File: config.mk
export PLATFORM = sky130hd
export DESIGN_NAME = vga_timing
export DESIGN_NICKNAME = d
export VERILOG_FILES = /design/src/rtl/vga_timing.sv
export SDC_FILE = /design/constraint.sdc
export NUM_CORES = 1
export LEC_CHECK = 0
export BUFFER_PORTS_ARGS = -buffer_cell sky130_fd_sc_hd__buf_2
export CAP_MARGIN = 20
export CORE_ASPECT_RATIO = 1.5
export CORE_MARGIN = 2
export CORE_UTILIZATION = 32
export DETAILED_ROUTE_END_ITERATION = 8
export MAX_ROUTING_LAYER = met4
export SYNTH_ARGS = -nofsm -noshare
export SYNTH_HDL_FRONTEND = slang
export SYNTH_SLANG_ARGS = --single-unit
File: constraint.sdc
create_clock -name clk -period 7.1 [get_ports clk]
set_input_delay 0.355 -clock clk [delete_from_list [all_inputs] [get_ports clk]]
set_output_delay 0.355 -clock clk [all_outputs]
set_load 0.005 [all_outputs]
File: src/rtl/vga_timing.sv
// Raster timing generator: registered hsync/vsync/de, pixel coordinates and line/frame strobes.
// Optional colour-bar pattern on rgb when VGA_TEST_PATTERN_EN is defined; otherwise rgb is tied to 0.
module vga_timing #(
  parameter int H_ACTIVE = 640,
  parameter int H_FP     = 16,
  parameter int H_SYNC   = 96,
  parameter int H_BP     = 48,
  parameter int V_ACTIVE = 480,
  parameter int V_FP     = 10,
  parameter int V_SYNC   = 2,
  parameter int V_BP     = 33,
  parameter bit HS_POL   = 1'b0,
  parameter bit VS_POL   = 1'b0
) (
  input  logic        clk,
  input  logic        rst,
  input  logic        en,
  output logic        hsync,
  output logic        vsync,
  output logic        de,
  output logic [11:0] pix_x,
  output logic [11:0] pix_y,
  output logic        line_start,
  output logic        frame_start,
  output logic [11:0] rgb
);
  localparam int H_TOTAL = H_ACTIVE + H_FP + H_SYNC + H_BP;
  localparam int V_TOTAL = V_ACTIVE + V_FP + V_SYNC + V_BP;

  localparam logic [11:0] H_LAST = 12'(H_TOTAL - 1);
  localparam logic [11:0] V_LAST = 12'(V_TOTAL - 1);
  localparam logic [11:0] H_ACT  = 12'(H_ACTIVE);
  localparam logic [11:0] V_ACT  = 12'(V_ACTIVE);
  localparam logic [11:0] HS_BEG = 12'(H_ACTIVE + H_FP);
  localparam logic [11:0] HS_END = 12'(H_ACTIVE + H_FP + H_SYNC);
  localparam logic [11:0] VS_BEG = 12'(V_ACTIVE + V_FP);
  localparam logic [11:0] VS_END = 12'(V_ACTIVE + V_FP + V_SYNC);

  if (H_TOTAL > 4096 || V_TOTAL > 4096) begin : g_bad_total
    $error("vga_timing: H_TOTAL/V_TOTAL exceed 4096");
  end
  if (H_ACTIVE % 8 != 0) begin : g_bad_hact
    $error("vga_timing: H_ACTIVE must be a multiple of 8");
  end

  // run is clear after reset so the first enabled edge presents (0,0) instead of advancing past it
  logic        run;
  logic [11:0] nx, ny;
  logic        de_n, hs_n, vs_n;

  always_comb begin
    nx = pix_x;
    ny = pix_y;
    if (run) begin
      if (pix_x == H_LAST) begin
        nx = 12'd0;
        ny = (pix_y == V_LAST) ? 12'd0 : pix_y + 12'd1;
      end else begin
        nx = pix_x + 12'd1;
      end
    end
    de_n = (nx < H_ACT) && (ny < V_ACT);
    hs_n = (nx >= HS_BEG && nx < HS_END) ? HS_POL : ~HS_POL;
    vs_n = (ny >= VS_BEG && ny < VS_END) ? VS_POL : ~VS_POL;
  end

  always_ff @(posedge clk) begin
    if (rst) begin
      run         <= 1'b0;
      pix_x       <= 12'd0;
      pix_y       <= 12'd0;
      de          <= 1'b0;
      hsync       <= ~HS_POL;
      vsync       <= ~VS_POL;
      line_start  <= 1'b0;
      frame_start <= 1'b0;
    end else if (en) begin
      run         <= 1'b1;
      pix_x       <= nx;
      pix_y       <= ny;
      de          <= de_n;
      hsync       <= hs_n;
      vsync       <= vs_n;
      line_start  <= (nx == 12'd0);
      frame_start <= (nx == 12'd0) && (ny == 12'd0);
    end
  end

`ifdef VGA_TEST_PATTERN_EN
  localparam logic [11:0] BAR_LAST = 12'(H_ACTIVE / 8 - 1);

  // bar_cnt/bar_idx track the presented pixel; a width counter replaces a divide by BAR_W
  logic [11:0] bar_cnt, bar_cnt_n;
  logic [2:0]  bar_idx, bar_idx_n;
  logic [11:0] rgb_n;

  always_comb begin
    bar_cnt_n = bar_cnt;
    bar_idx_n = bar_idx;
    if (nx == 12'd0) begin
      bar_cnt_n = 12'd0;
      bar_idx_n = 3'd0;
    end else if (bar_cnt == BAR_LAST) begin
      bar_cnt_n = 12'd0;
      bar_idx_n = bar_idx + 3'd1;
    end else begin
      bar_cnt_n = bar_cnt + 12'd1;
    end
    case (bar_idx_n)
      3'd0:    rgb_n = 12'hFFF;
      3'd1:    rgb_n = 12'hFF0;
      3'd2:    rgb_n = 12'h0FF;
      3'd3:    rgb_n = 12'h0F0;
      3'd4:    rgb_n = 12'hF0F;
      3'd5:    rgb_n = 12'hF00;
      3'd6:    rgb_n = 12'h00F;
      default: rgb_n = 12'h000;
    endcase
    if (!de_n) rgb_n = 12'h000;
  end

  always_ff @(posedge clk) begin
    if (rst) begin
      bar_cnt <= 12'd0;
      bar_idx <= 3'd0;
      rgb     <= 12'h000;
    end else if (en) begin
      bar_cnt <= bar_cnt_n;
      bar_idx <= bar_idx_n;
      rgb     <= rgb_n;
    end
  end
`else
  assign rgb = 12'h000;
`endif

endmodule

* Yosys cells after proc, flatten, opt, wreduce, memory -nomap -nowiden
Cells that the tools add are included. W data, S select, Z words.
Storage, ports and cells: register bits 30, output and inout port bits 41, logic and storage cells 31, input bits 3
Operators by class: multiplexer cells 7, $add $sub $neg 2, equality and inequality tests 2, reductions and logical operators 6, order comparisons 6
Operators by type and width (number):
- $mux W12 | 5
- $add A12 B1 Y12 const B | 2
- $eq A12 B10 Y1 const B | 2
- $logic_not A12 Y1 | 2
- $lt A12 B10 Y1 const B | 2
- $lt A12 B9 Y1 const B | 2
- $ge A12 B10 Y1 const B | 1
- $ge A12 B9 Y1 const B | 1
- $logic_and A1 B1 Y1 | 4
- $mux W1 | 2

* Depth between registers and ports, before layout
depth in word-level cells 7, mapped depth 9, depth with buffers taken out 9

* Worst setup path before layout
OpenSTA, ideal clock, no wires.
path type reg-to-reg, start register pix_x[1], end register frame_start, slack 4549 ps, data arrival time 2466 ps, cell stages (with the launch flop) 10, setup time 84 ps, required time 7016 ps, buffers on the path 1, period minus slack after synthesis 2551 ps, cells stage by stage dfxtp_1 -> ha_1 -> nand3_1 -> or4_4 -> buf_6 -> o21a_1 -> a211o_1 -> o21ai_2 -> o21ai_2 -> o31ai_2
Between the ends: cells in the longest elaborated chain, start to end 5, elaborated cells between the ends (all ways) 9, classes of those cells add/sub: 1; eq/ne: 1; mux: 4; reduce/logical: 3
RTL lines:
- start: declaration | line 21 | output logic [11:0] pix_x,
- start signal: assignment | line 79 | pix_x <= nx;
- $add A12 B1 Y12 / $eq A12 B10 Y1 (equally long branches) | line 59, 55
- $mux W12 | line 55 | if (pix_x == H_LAST) begin
- $mux W12 | line 54 | if (run) begin
- $logic_not A12 Y1 | line 85 | frame_start <= (nx == 12'd0) && (ny == 12'd0);
- $logic_and A1 B1 Y1 (*) | line 85
- end signal: assignment | line 85
- end: declaration | line 24 | output logic frame_start,
Mark *: on every way between the ends. The rest lies on a longest branch, timed or not. A chain may end at the register's enable or synchronous reset.

* Final worst setup path
Same ends and word-level chain as after synthesis.

==> impl_results.md <==
- Top cell type by total area after synthesis: dfxtp_1
- Synth cell count leaders: nor2_1, dfxtp_1, nand2_1
- CTS Buffer Depth: 2
- Setup_tns: 0 ns
- Tmin final: between 2 and 3 ns
- Critical path type: reg -> reg
- Cts hold-fix bufs: 0
- Total Wirelength: 6260 um
- Initial Util: 0.330
- Worst EP arrival: 3.20 ns
- Via Count: between 2000 and 2500
- Clk Latency, worst-skew pair: approximately 0.29 ns
- Initial antenna violation count: 0
- CP Launch Type: register
- Synthesized area: roughly 2300 um^2
- Port Buffers: 31
- Synthesized flop and latch total: 30
- Max_slew headroom: 0.424
- Sequential fraction of the synthesis area: 0.265
- Pwr per Cell Area: between 100 and 150 nW/um^2
- Final setup viols: 0
- RD Place Congestion: ~0.90
- Site Rows: 37
- Layout Nets: 329
- Worst slew pin tran: approximately 0.86 ns
- Clock sinks: 30
- Final hold slack: around 0.48 ns
- Combinational share of power: 0.060
- Drt drc: 0
- Number of routed nets with antenna violations: 0
- Setup crit end kind: register
- Max-cap violation count: 0
- Root Buffer: clkbuf_8
- Syn Inst Count: between 300 and 400
- Power Total: between 0.3 and 0.4 mW
- 1st-iter DRT viols: approximately 260
- Ratio of cells with drive above 1 in the final layout: 0.142
- Max Slew Vio Count: 0
- Final Non-Filler Cells: around 400
- Chip height: about 110 um
- Worst r2r src: pix_x[1]$_SDFFE_PP0P_
- Area delta synth->final: 7.85%
- Sw Ratio: 0.251
- Clock slew at reported path FFs: 0.07 ns
- Remaining global-route overflow: 0
- Async S/R FF share, synth: 0
- Top-Level Pins: 44
- CTS resizes: 0
- WL/cell: 15.6 um
- Beginning of the critical path: pix_x[1]$_SDFFE_PP0P_
- Clock power share: 0.430
- Synth top area share: 0.265
- DP HPWL: between 4000 and 5000 um
- Global-route wire length before repair: 10400 um
- WP data required: around 7.3 ns
- Gr usage total: 0.172
- Final Hold Fails: 0
- Die area: around 7800 um^2
- Period utilization: 0.422
- Predominant post-synthesis flop cell: dfxtp_1
- Largest cells by area after synthesis: dfxtp_1, nor2_1, a21oi_1
- FMAX: 0.334 GHz
- Average size of a mapped cell: just over 7 um^2
- Number of global-route vias before repair: roughly 2200
- Worst clock skew: between 0.004 and 0.005 ns
- Top-count cell post-synth: nor2_1
- Largest net degree at the start of global routing: 34
- Min-Delay Startpoint: de$_SDFFE_PP0P_
- First-pass iteration count of the detailed router: 6
- Unique masters post-synth: between 50 and 60
- Post-CTS Setup Inserts: 0
- P_leak: 0.910 nW
- DR vias/cell: between 5 and 6
- Worst Hold Class: reg -> reg
- Sequential share of power: 0.510
- Psw: approximately 0.086 mW
- CTS tree: built
- Status: complete, no violations
- CTS Buf Count: 5
- H-tree depth reported by CTS: 2
- Placed cells: around 390
- RSZ-0062 raised after global routing: false
- Max VDD drop: ~0.000064 V
- Number of flops mapped to enable cells by yosys: 0
- Yosys warns: 0
- Die W: 72.7 um
- Pint: roughly 0.26 mW
- CP max FO: 10
- Core area: around 6900 um^2
- N_diodes: 0
worst max-delay path, cell delays in order, from the launching register on:
cell and delay (ns):
dfxtp_1 0.44, ha_1 0.30, nand3_1 0.36, nor3_1 0.55
mux2_2 0.39, o21ai_0 0.29, and3b_1 0.23, nand4_1 0.13
o31ai_2 0.22
cells by family (layout without fill, tap and decap cells):
group / after synthesis / count (layout) / share of synthesized area
AOI/OAI and AO/OA: 68 / 68 / 0.191
xor gates and xnor gates: 13 / 13 / 0.0503
adders and majority gates: 3 / 3 / 0.0166
buffers and inverters: 42 / 44 / 0.100
DFF: 30 / 30 / 0.265
muxes: 6 / 6 / 0.0271
other: 1 / 12 / 0.00166
and+or+nand+nor: 148 / 148 / 0.347
metrics by stage:
step / cell area [um^2] / setup WS, ns / util
floorplan: 2300 / 4.55 / -
global placement: 2350 / 4.26 / 0.343
detailed placement: 2350 / 4.13 / 0.343
CTS: 2440 / 4.11 / 0.356
global route: 2440 / 3.83 / 0.356
finish: 2440 / 4.11 / 0.356
final timing paths:
| path | cells after the start | slack, ns | end |
|---|---|---|---|
| hold reg to reg | 2 | 0.48 | de$_SDFFE_PP0P_ |
| hold / removal | 2 | 0.48 | de$_SDFFE_PP0P_ |
| setup / recovery | 8 | 4.11 | frame_start$_SDFFE_PP0P_ |
| setup reg to reg | 8 | 4.11 | frame_start$_SDFFE_PP0P_ |
flip-flops by register name (all words and copies together), names as in the netlist:
register,cells
de,1
frame_start,1
hsync,1
line_start,1
pix_x,12
pix_y,12
run,1
vsync,1
layout by cell type, fill, tap and decap left out, drive strengths merged, types with 4 or more instances in the layout:
master / synthesis / layout
or3: 5 / 5
nor4: 7 / 7
nand4: 11 / 11
dfxtp: 30 / 30
inv: 5 / 5
o21ai: 20 / 20
nand2: 30 / 30
nor3: 16 / 16
buf: 20 / 31
a21oi: 23 / 23
and2: 4 / 4
nor2: 38 / 38
xnor2: 7 / 7
xor2: 6 / 6
mux2i: 5 / 5
nand3: 13 / 13
clkbuf: 17 / 7
conb: 1 / 12
power by group through the flow:
stage	clock, mW	combinational (mW)	sequential, mW
after global routing	0.158	0.0237	0.175
after detailed placement	0	0.0206	0.178
final	0.147	0.0205	0.175
after floorplan	0	0.0209	0.177
after global placement	0	0.0204	0.178
after CTS	0.150	0.0207	0.174
per-layer routing:
metal / part of all wire / GRT usage / vias up
met2: 0.51 / 0.294 / 87
met3: 0.057 / 0.0254 / 18
met4: 0.033 / 0.0860 / 0
li1: - / - / 1126
met1: 0.40 / 0.190 / 1087
met5: 0 / - / -
final cells by class:
| cell class | count | area (um^2) |
|---|---|---|
| clock buffers | 7 | 86.3 |
| clock inverters | 1 | 5.00 |
| fillers | 772 | 4410 |
| inverters | 5 | 18.8 |
| multi-input cells | 250 | 1480 |
| flip-flops and latches | 30 | 601 |
| well taps | 78 | 97.6 |
| repair buffers | 31 | 155 |
Note: power is estimated with default switching activity, not from simulation.
